<file path="src/rtl/loader_pkg.sv">
// rtl/loader_pkg.sv - shared types and constants for the boot image loader
package loader_pkg;

    localparam int         LEN_W        = 16;
    localparam logic [7:0] SYNC_DEFAULT = 8'hA5;

    typedef enum logic [2:0] {
        ST_IDLE,
        ST_LEN0,
        ST_LEN1,
        ST_DATA,
        ST_CSUM,
        ST_DONE,
        ST_ERROR
    } loader_state_t;

endpackage

</file>
<file path="src/rtl/mem_loader_if.sv">
// rtl/mem_loader_if.sv - byte stream in / RAM write port out bundle for mem_loader
interface mem_loader_if #(
    parameter int ADDR_WIDTH = 12,
    parameter int DATA_WIDTH = 32
);
    logic [7:0]            rx_data;
    logic                  rx_valid;
    logic                  rx_ready;
    logic [ADDR_WIDTH-1:0] mem_addr;
    logic [DATA_WIDTH-1:0] mem_din;
    logic                  mem_we;

    modport master (
        input  rx_data, rx_valid,
        output rx_ready, mem_addr, mem_din, mem_we
    );

    modport slave (
        output rx_data, rx_valid,
        input  rx_ready, mem_addr, mem_din, mem_we
    );
endinterface

</file>
<file path="src/rtl/word_packer.sv">
// rtl/word_packer.sv - assembles four bytes into a little-endian 32-bit word
module word_packer (
    input  logic        clk,
    input  logic        rst_n,
    input  logic [7:0]  i_byte,
    input  logic        i_valid,
    output logic [31:0] o_word,
    output logic        o_word_valid
);
    logic [1:0]  r_cnt;
    logic [23:0] r_shift;

    // Only three bytes are held; the fourth completes the word combinationally
    always_ff @(posedge clk or negedge rst_n) begin
        if (!rst_n) begin
            r_cnt   <= 2'd0;
            r_shift <= 24'd0;
        end else if (i_valid) begin
            r_cnt   <= r_cnt + 2'd1;
            r_shift <= {i_byte, r_shift[23:8]};
        end
    end

    assign o_word       = {i_byte, r_shift};
    assign o_word_valid = i_valid && (r_cnt == 2'd3);
endmodule

</file>
<file path="src/rtl/mem_loader.sv">
// rtl/mem_loader.sv - framed byte-stream boot loader into RAM; LOADER_CHECKSUM_EN adds a trailing checksum byte
module mem_loader
    import loader_pkg::*;
#(
    parameter int         DATA_WIDTH = 32,
    parameter int         MEM_DEPTH  = 4096,
    parameter int         ADDR_WIDTH = $clog2(MEM_DEPTH),
    parameter logic [7:0] SYNC_BYTE  = SYNC_DEFAULT
) (
    input  logic           clk,
    input  logic           rst_n,
    mem_loader_if.master   bus,
    output logic           busy,
    output logic           done,
    output logic           error,
    output logic           cpu_rst_n
);
    localparam logic [LEN_W:0] MAX_LEN = (LEN_W+1)'(MEM_DEPTH);
`ifdef LOADER_CHECKSUM_EN
    localparam loader_state_t TAIL_STATE = ST_CSUM;
`else
    localparam loader_state_t TAIL_STATE = ST_DONE;
`endif

    loader_state_t         r_state, w_state_nx;
    logic                  r_rx_ready;
    logic [7:0]            r_len_lo;
    logic [LEN_W-1:0]      r_len;
    logic [LEN_W-1:0]      r_wcnt;
    logic [ADDR_WIDTH-1:0] r_mem_addr;
    logic [DATA_WIDTH-1:0] r_mem_din;
    logic                  r_mem_we;
    logic                  r_busy, r_done, r_error, r_cpu_rst_n;

    logic                  w_accept;
    logic [LEN_W-1:0]      w_len;
    logic                  w_last_word;
    logic [31:0]           w_word;
    logic                  w_word_valid;

    assign w_accept    = bus.rx_valid && r_rx_ready;
    assign w_len       = {bus.rx_data, r_len_lo};
    assign w_last_word = (r_wcnt == (r_len - LEN_W'(1)));

    word_packer u_packer (
        .clk          (clk),
        .rst_n        (rst_n),
        .i_byte       (bus.rx_data),
        .i_valid      (w_accept && (r_state == ST_DATA)),
        .o_word       (w_word),
        .o_word_valid (w_word_valid)
    );

`ifdef LOADER_CHECKSUM_EN
    logic [7:0] r_sum;

    always_ff @(posedge clk or negedge rst_n) begin
        if (!rst_n) begin
            r_sum <= 8'd0;
        end else if (w_accept) begin
            if (r_state == ST_LEN0)
                r_sum <= bus.rx_data;
            else if (r_state == ST_LEN1 || r_state == ST_DATA)
                r_sum <= r_sum + bus.rx_data;
        end
    end
`endif

    always_comb begin
        w_state_nx = r_state;
        case (r_state)
            ST_IDLE: if (w_accept && bus.rx_data == SYNC_BYTE) w_state_nx = ST_LEN0;
            ST_LEN0: if (w_accept) w_state_nx = ST_LEN1;
            ST_LEN1: begin
                if (w_accept) begin
                    if ({1'b0, w_len} > MAX_LEN)
                        w_state_nx = ST_ERROR;
                    else if (w_len == '0)
                        w_state_nx = TAIL_STATE;
                    else
                        w_state_nx = ST_DATA;
                end
            end
            ST_DATA: if (w_word_valid && w_last_word) w_state_nx = TAIL_STATE;
`ifdef LOADER_CHECKSUM_EN
            ST_CSUM: if (w_accept) w_state_nx = ((r_sum + bus.rx_data) == 8'd0) ? ST_DONE : ST_ERROR;
`endif
            default: w_state_nx = r_state;
        endcase
    end

    // Status flags follow the next state so they rise the cycle after the deciding byte
    always_ff @(posedge clk or negedge rst_n) begin
        if (!rst_n) begin
            r_state     <= ST_IDLE;
            r_rx_ready  <= 1'b0;
            r_len_lo    <= 8'd0;
            r_len       <= '0;
            r_wcnt      <= '0;
            r_mem_addr  <= '0;
            r_mem_din   <= '0;
            r_mem_we    <= 1'b0;
            r_busy      <= 1'b0;
            r_done      <= 1'b0;
            r_error     <= 1'b0;
            r_cpu_rst_n <= 1'b0;
        end else begin
            r_state     <= w_state_nx;
            r_rx_ready  <= 1'b1;
            r_mem_we    <= w_word_valid;
            r_busy      <= (w_state_nx == ST_LEN0) || (w_state_nx == ST_LEN1) ||
                           (w_state_nx == ST_DATA) || (w_state_nx == ST_CSUM);
            r_done      <= (w_state_nx == ST_DONE);
            r_error     <= (w_state_nx == ST_ERROR);
            r_cpu_rst_n <= (w_state_nx == ST_DONE);
            if (w_accept && r_state == ST_LEN0)
                r_len_lo <= bus.rx_data;
            if (w_accept && r_state == ST_LEN1) begin
                r_len  <= w_len;
                r_wcnt <= '0;
            end
            if (w_word_valid) begin
                r_mem_addr <= r_wcnt[ADDR_WIDTH-1:0];
                r_mem_din  <= w_word;
                r_wcnt     <= r_wcnt + LEN_W'(1);
            end
        end
    end

    assign bus.rx_ready = r_rx_ready;
    assign bus.mem_addr = r_mem_addr;
    assign bus.mem_din  = r_mem_din;
    assign bus.mem_we   = r_mem_we;
    assign busy         = r_busy;
    assign done         = r_done;
    assign error        = r_error;
    assign cpu_rst_n    = r_cpu_rst_n;
endmodule

</file>
<file path="src/flat_wrapper.sv">
// flat-port wrapper written by rule: the top's interface ports become plain ports
module mem_loader_flat import loader_pkg::*;
#(
    parameter int         DATA_WIDTH = 32,
    parameter int         MEM_DEPTH  = 4096,
    parameter int         ADDR_WIDTH = $clog2(MEM_DEPTH),
    parameter logic [7:0] SYNC_BYTE  = SYNC_DEFAULT
)
  (clk, rst_n, busy, done, error, cpu_rst_n, bus_rx_data, bus_rx_valid, bus_rx_ready, bus_mem_addr, bus_mem_din, bus_mem_we);
  mem_loader_if #(.ADDR_WIDTH(ADDR_WIDTH), .DATA_WIDTH(DATA_WIDTH)) bus_i ();
  input  logic clk;
  input  logic rst_n;
  output logic busy;
  output logic done;
  output logic error;
  output logic cpu_rst_n;
  input wire logic [$bits(bus_i.rx_data)-1:0] bus_rx_data;
  input wire logic [$bits(bus_i.rx_valid)-1:0] bus_rx_valid;
  output wire logic [$bits(bus_i.rx_ready)-1:0] bus_rx_ready;
  output wire logic [$bits(bus_i.mem_addr)-1:0] bus_mem_addr;
  output wire logic [$bits(bus_i.mem_din)-1:0] bus_mem_din;
  output wire logic [$bits(bus_i.mem_we)-1:0] bus_mem_we;
  assign bus_i.rx_data = bus_rx_data;
  assign bus_i.rx_valid = bus_rx_valid;
  assign bus_rx_ready = bus_i.rx_ready;
  assign bus_mem_addr = bus_i.mem_addr;
  assign bus_mem_din = bus_i.mem_din;
  assign bus_mem_we = bus_i.mem_we;
  mem_loader #(.DATA_WIDTH(DATA_WIDTH), .MEM_DEPTH(MEM_DEPTH), .ADDR_WIDTH(ADDR_WIDTH), .SYNC_BYTE(SYNC_BYTE)) u_core (.clk(clk), .rst_n(rst_n), .bus(bus_i), .busy(busy), .done(done), .error(error), .cpu_rst_n(cpu_rst_n));
endmodule
</file>
<file path="config.mk">
export PLATFORM = sky130hd
export DESIGN_NAME = mem_loader_flat
export DESIGN_NICKNAME = d
export VERILOG_FILES = /design/src/rtl/loader_pkg.sv /design/src/rtl/mem_loader_if.sv /design/src/rtl/word_packer.sv /design/src/rtl/mem_loader.sv /design/src/flat_wrapper.sv
export SDC_FILE = /design/constraint.sdc
export NUM_CORES = 1
export LEC_CHECK = 0
export CAP_MARGIN = 20
export CORE_MARGIN = 2
export CORE_UTILIZATION = 30
export CTS_CLUSTER_DIAMETER = 150
export DETAILED_ROUTE_END_ITERATION = 12
export HOLD_SLACK_MARGIN = 0.05
export PLACE_DENSITY = 0.47
export SLEW_MARGIN = 25
export SYNTH_ARGS = -nofsm -noshare
export SYNTH_HDL_FRONTEND = slang
export SYNTH_HIERARCHICAL = 1
export SYNTH_SLANG_ARGS = --single-unit
export TNS_END_PERCENT = 100
</file>
<file path="constraint.sdc">
create_clock -name clk -period 2.6 [get_ports clk]
set_input_delay 0.52 -clock clk [delete_from_list [all_inputs] [get_ports clk]]
set_output_delay 0.52 -clock clk [all_outputs]
set_load 0.05 [all_outputs]
</file>
==> results.toml, run 1 <==
[critical_path]
cp_top_family = "simple AND/OR/NAND/NOR gates"
startpoint_type = "flop"
crit_slowest_cell = "or4_4"
arrival_ns = 2.94
critPathRequiredTime_ns = 2.90
critPathBufInv = 0
end_kind = "flop"
cp_slowest_stage_delay_ns = 0.56
crit_chain = "nor4_4 > and4b_2 > xnor2_2 > o21ai_1 > a221o_1 > or4_4 > a32o_1"
worstSetupPathType = "flop to flop"
worstPathMaxFanout = 7

[timing]
skew_ns = 0.00538
layout_worst_path_cycle_share = 1.01
setup_viol_count_final = 2
max_freq_mhz = 379
tightest_slew_ns = 0.594
rsz0062_at_grt = "yes"
setup_slack_ns = -0.0383
timing.final.hold_violations = 0
layout_min_cycle_time_ns = 2.64
slew_headroom = 0.604
slew_viol_final = 0

[power]
vdd_ir_drop_max_uv = 573
power.switching_mw = 1.60
swShare = 0.284
power-per-cell-area_nw_per_um2 = 791
power_frac_seq = 0.369
clockPowerShare = 0.426
p_leak_nw = 3.35
p_comb_frac = 0.205
p_int_mw = 4.04

[cells_and_area]
area_delta_synth_final_pct = 30.5
nNetsFinal = 566
fill_cells = 1759
drive_above_1_share = 0.310
multiInputGateArea_um2 = 2320
fin_cells = 793
antenna_cells = 0
final_util = 0.398
seq_area_um2 = 2950

[drt]
ant_nets = 0
drc = 0
wirelength_um = 12600
wl_per_cell_um = 15.9
dr.pass1.iters = 4
num_vias = 3719
avgViaCountPerCell = 4.69
drt-initial-drc-count = 174

[placed_design]
post-dp-hpwl_um = 8760
place_inst = 761
portBuffers = 60
gp_congestion = 0.820

[synth]
yosysSeqAreaShare = 0.541
async_reset_ff_frac = 1.00
synth-seq-cells = 118
avgSynthCellArea_um2 = 11.8
synth_area_um2 = 5460
syn_nets = 476
synth_top_cells_by_area = "dfrtp_1 54%, mux2_2 12%, nand2_1 5.1%, mux2_4 5.0%, xnor2_1 2.1%"
yosysTopAreaCell = "dfrtp_1"
synth_cell_types = 52
yosys.area.top_type_share = 0.541
synth_ff_type = "dfrtp_1"
synth.most_common_cell = "dfrtp_1"
yosys-top-cells-count = "118 x dfrtp_1, 74 x nand2_1, 59 x mux2_2"
synthCells = 462
synth_edf_count = 0
yosys_warnings = 6

[grt]
grt_usage = 0.139
grt_first_pass_wirelength_um = 21200
grt_max_degree = 54
antenna_found_initial = 0
overflow = 0
grt_pass1_vias = 3981

[flow_run]
cap_violations = 0

[hold_path]
hold_path.class = "input port to async pin"

[cts]
cts.sinks = 118
clk_pin_slew_worst_paths_ns = 0.05
cts_hold_buf = 0
cts_root_buffer = "clkbuf_16"
cts_buffers = 17
cts_buffer_depth = 2
clk_latency_ns = 0.42
htree_levels = 4
cts_tree = "done"

[die]
die_h_um = 139
rows = 49
io_pins = 61
coreArea_um2 = 17900
dieArea_um2 = 19300
die_x_um = 139
start_util = 0.305

[outcome]
status = "finished with violations"
violations = "setup timing"
## power by group through the flow
stage	Sequential, mW	Clock [mW]	Combinational, mW
after detailed placement	2.10	0	1.13
after global routing	2.10	2.54	1.29
after CTS	2.08	2.45	1.16
after global placement	2.11	0	1.13
final	2.08	2.40	1.16
after floorplan	2.14	0	0.689
## placed cells by master (no fill, tap or decap), drive strengths merged, types with 2 or more instances in the layout
cell type,n
a21oi,6
mux2,77
clkdlybuf4s50,59
or2,3
o31a,2
xor2,10
o21ai,22
and3,9
ha,3
nand4,4
buf,44
a32o,2
nor2,20
dfrtp,118
o221ai,3
clkbuf,19
a221oi,2
mux2i,5
nand3,9
nor4,9
nand2,75
nor2b,2
and2,3
nor3,4
inv,7
xnor2,13
clkinv,7
bufinv,3
o31ai,4
a31oi,4
## path summary, 6_finish.rpt
check / to / startpoint / slack [ns] / cells past startpoint
max: u_core/busy / u_core/r_len[2] / -0.04 / 7
min: u_core/bus.mem_din[29] / rst_n / 0.09 / 1
max reg2reg: u_core/busy / u_core/r_len[2] / -0.04 / 7
min reg2reg: u_core/u_packer/r_cnt[0] / u_core/u_packer/r_cnt[0] / 0.48 / 1
max in group asynchronous: u_core/bus.mem_addr[6] / rst_n / 1.74 / 2
min in group clk: u_core/u_packer/r_cnt[0] / u_core/u_packer/r_cnt[0] / 0.48 / 1
## sequential cells by signal, summed over array words and instances (netlist names), 2 cells and up
register,count
u_core/bus.mem_din,32
u_core/u_packer/r_shift,24
u_core/r_len,16
u_core/r_wcnt,16
u_core/bus.mem_addr,12
u_core/r_len_lo,8
u_core/r_state,3
u_core/u_packer/r_cnt,2
## kinds of logic (layout without fill, tap and decap cells)
family,after synthesis,in the layout,synth area share
and+or+nand+nor,146,146,0.132
DFF,118,118,0.541
muxes,82,82,0.180
AOI/OAI and AO/OA,51,51,0.0612
buffers and inverters,38,140,0.0410
xor gates and xnor gates,23,23,0.0369
adders and majority gates,3,3,0.00688
other,1,1,0.000687
## what timing repair did
action                                  4_1_cts  5_1_grt
setup buffers                                 0        1
pin swaps                                     3        4
endpoints found under the setup margin        3        3
gates resized for setup                       3        2
## stage by stage
stage | area [µm²] | total power, mW | hold WS (ns) | worst slack (ns) | TNS (ns)
after floorplan | 5480 | 2.83 | 0.224 | -0.0965 | -0.234
after global placement | 6480 | 3.23 | 0.469 | -0.210 | -2.13
after detailed placement | 6480 | 3.23 | 0.464 | -0.282 | -2.47
after CTS | 7100 | 5.69 | 0.105 | -0.0483 | -0.0935
after global routing | 7120 | 5.93 | 0.133 | -0.146 | -0.376
final | 7120 | 5.64 | 0.0863 | -0.0383 | -0.0563
## metal layers
layer / share of wire / track usage / up-vias
li1: - / - / 1786
met1: 0.47 / 0.184 / 1858
met2: 0.48 / 0.221 / 55
met3: 0.029 / 0.0335 / 20
met4: 0.018 / 0.0542 / 0
met5: 0 / 0 / -
## layout make-up
class	instances	area share
flip-flops and latches	118	0.415
multi-input cells	306	0.326
repair buffers	103	0.131
clock buffers	19	0.0636
well taps	229	0.0402
clock inverters	12	0.0214
inverters	6	0.00316
No activity file was read; power rests on OpenSTA's default activity.
==> inputs of run 2 (changes only) <==
--- a/config.mk
+++ b/config.mk
@@ -6,12 +6,14 @@
 export NUM_CORES = 1
 export LEC_CHECK = 0
 export CAP_MARGIN = 20
+export CELL_PAD_IN_SITES_DETAIL_PLACEMENT = 1
+export CELL_PAD_IN_SITES_GLOBAL_PLACEMENT = 2
 export CORE_MARGIN = 2
 export CORE_UTILIZATION = 30
 export CTS_CLUSTER_DIAMETER = 150
 export DETAILED_ROUTE_END_ITERATION = 12
 export HOLD_SLACK_MARGIN = 0.05
-export PLACE_DENSITY = 0.47
+export PLACE_DENSITY = 0.65
 export SLEW_MARGIN = 25
 export SYNTH_ARGS = -nofsm -noshare
 export SYNTH_HDL_FRONTEND = slang
==> run 2 against run 1 <==
Net effect: the run still ends with setup timing left; setup slack better by 0.022 ns; sequential share of layout area is 0.12 points higher; utilization down 0.063 points; power fell by 1.8%; non-clock buffer count grew 3; critical path type unchanged; critical endpoint unchanged; largest power group unchanged.
==> results.toml, run 2 (synthesis results as in run 1) <==
[cells_and_area]
final_common_cell = "dfrtp_1"
nNetsFinal = 569
seq_area_um2 = 2960
multiInputGateArea_um2 = 2330
drive_above_1_share = 0.313
fill_cells = 1928
final_cell_mix = "114 x dfrtp_1, 73 x nand2_1, 59 x clkdlybuf4s50_1, 59 x mux2_2, 44 x buf_4"
area_delta_synth_final_pct = 30.3
antenna_cells = 0
largest_reg_flops = 32
final_util = 0.397

[critical_path]
worstSetupPathType = "flop to flop"
critPathRequiredTime_ns = 2.90
startpoint_type = "flop"
worstPathMaxFanout = 6
arrival_ns = 2.92
end_kind = "flop"

[grt]
grt_max_degree = 73
grt_first_pass_wirelength_um = 23200
antenna_found_initial = 0
grt_usage = 0.154
overflow = 0
grt_pass1_vias = 4183

[timing]
timing.final.hold_violations = 0
layout_min_cycle_time_ns = 2.62
skew_ns = 0.00772
slew_headroom = 0.595
fin_tns_setup_ns = -0.0205
tightest_slew_ns = 0.605
setup_slack_ns = -0.0168
rsz0062_at_grt = "yes"
max_freq_mhz = 382
setup_viol_count_final = 2
slew_viol_final = 0
layout_worst_path_cycle_share = 1.01

[hold_path]
hold_path.class = "flop to flop"

[cts]
clk_pin_slew_worst_paths_ns = 0.06
htree_levels = 4
cts_buffer_depth = 2
clk_latency_ns = 0.42
cts_tree = "done"
cts_root_buffer = "clkbuf_16"
cts_buffers = 17
cts.sinks = 118

[power]
swShare = 0.299
p_int_mw = 3.88
p_leak_nw = 3.32
vdd_ir_drop_max_uv = 514
power.switching_mw = 1.66
power-per-cell-area_nw_per_um2 = 779
clockPowerShare = 0.392
power_frac_seq = 0.377
p_comb_frac = 0.231

[drt]
dr.pass1.iters = 4
avgViaCountPerCell = 4.73
num_vias = 3766
ant_nets = 0
drc = 0
wl_per_cell_um = 17.5
drt-initial-drc-count = 143
wirelength_um = 13900

[die]
io_pins = 61
coreArea_um2 = 17900
die_x_um = 139
start_util = 0.305
dieArea_um2 = 19300
die_h_um = 139
rows = 49

[outcome]
violations = "setup timing"
status = "finished with violations"

[placed_design]
gp_congestion = 0.747
post-dp-hpwl_um = 9660
portBuffers = 60
preCtsSetupSlack_ns = -0.342

[flow_run]
cap_violations = 0
run 2: cell types whose count changed in the layout (fill, tap and decap cells not counted), sizes merged:
cell         previous run  this run
clkinv                  7         4
clkbuf                 19        20
dlygate4sd3             0         1
clkinvlp                1         5
bufinv                  3         1
buf                    44        46
inv                     7         8
run 2: power groups by stage:
| stage | Sequential [mW] | Clock, mW | Combinational [mW] |
|---|---|---|---|
| CTS | 2.09 | 2.24 | 1.25 |
| global placement | 2.11 | 0 | 1.20 |
| finish | 2.09 | 2.17 | 1.28 |
| global route | 2.10 | 2.33 | 1.43 |
| floorplan | 2.14 | 0 | 0.689 |
| detailed placement | 2.11 | 0 | 1.21 |
run 2: critical path, cell delays in order (launching register included):
cell and delay [ns]:
dfrtp_1 0.40, nor4_4 0.41, buf_4 0.20, nand2_4 0.05
nor4_4 0.23, xnor2_1 0.10, a221o_1 0.30, or4_4 0.57
a32o_1 0.25
run 2: area by class of cell:
cell class | instances | share of cell area
Timing Repair Buffer | 106 | 0.137
Sequential cell | 118 | 0.416
Clock buffer | 20 | 0.0614
Tap cell | 229 | 0.0403
Clock inverter | 12 | 0.0148
Inverter | 6 | 0.00317
Multi-Input combinational cell | 306 | 0.328
run 2: timing repair:
item / CTS / global route
resized for setup: 5 / 7
hold buffers: 1 / 0
cloned: 0 / 0
pin swaps: 4 / 7
endpoints found under the hold margin: 14 / 0
setup buffers: 1 / 1
endpoints found under the setup margin: 3 / 3
run 2: worst paths after layout:
path	from	to	slack, ns	cells past startpoint
worst min-delay path	u_core/u_packer/r_cnt[0]	u_core/u_packer/r_cnt[0]	0.49	1
max in group asynchronous	rst_n	u_core/bus.rx_ready	1.42	3
worst max-delay path	u_core/r_len[2]	u_core/busy	-0.02	8
worst min register to register	u_core/u_packer/r_cnt[0]	u_core/u_packer/r_cnt[0]	0.49	1
worst max register to register	u_core/r_len[2]	u_core/busy	-0.02	8
min in group asynchronous	rst_n	u_core/bus.mem_addr[9]	0.50	2
run 2: per-stage QoR:
stage / total power [mW] / cell area [µm²] / std cells / hold WS, ns
5_1_grt: 5.86 / 7110 / 797 / 0.512
3_5_place_dp: 3.32 / 6500 / 762 / 0.397
6_report: 5.54 / 7110 / 797 / 0.494
3_3_place_gp: 3.30 / 6500 / 762 / 0.392
4_1_cts: 5.58 / 7080 / 796 / 0.490
2_1_floorplan: 2.83 / 5480 / 462 / 0.224
run 2: routing by layer:
| layer | global-route usage | part of all wire | vias up |
|---|---|---|---|
| met5 | 0 | 0 | - |
| met4 | 0.0494 | 0.012 | 0 |
| met3 | 0.0432 | 0.034 | 10 |
| met2 | 0.249 | 0.48 | 49 |
| met1 | 0.201 | 0.47 | 1914 |
| li1 | - | - | 1793 |
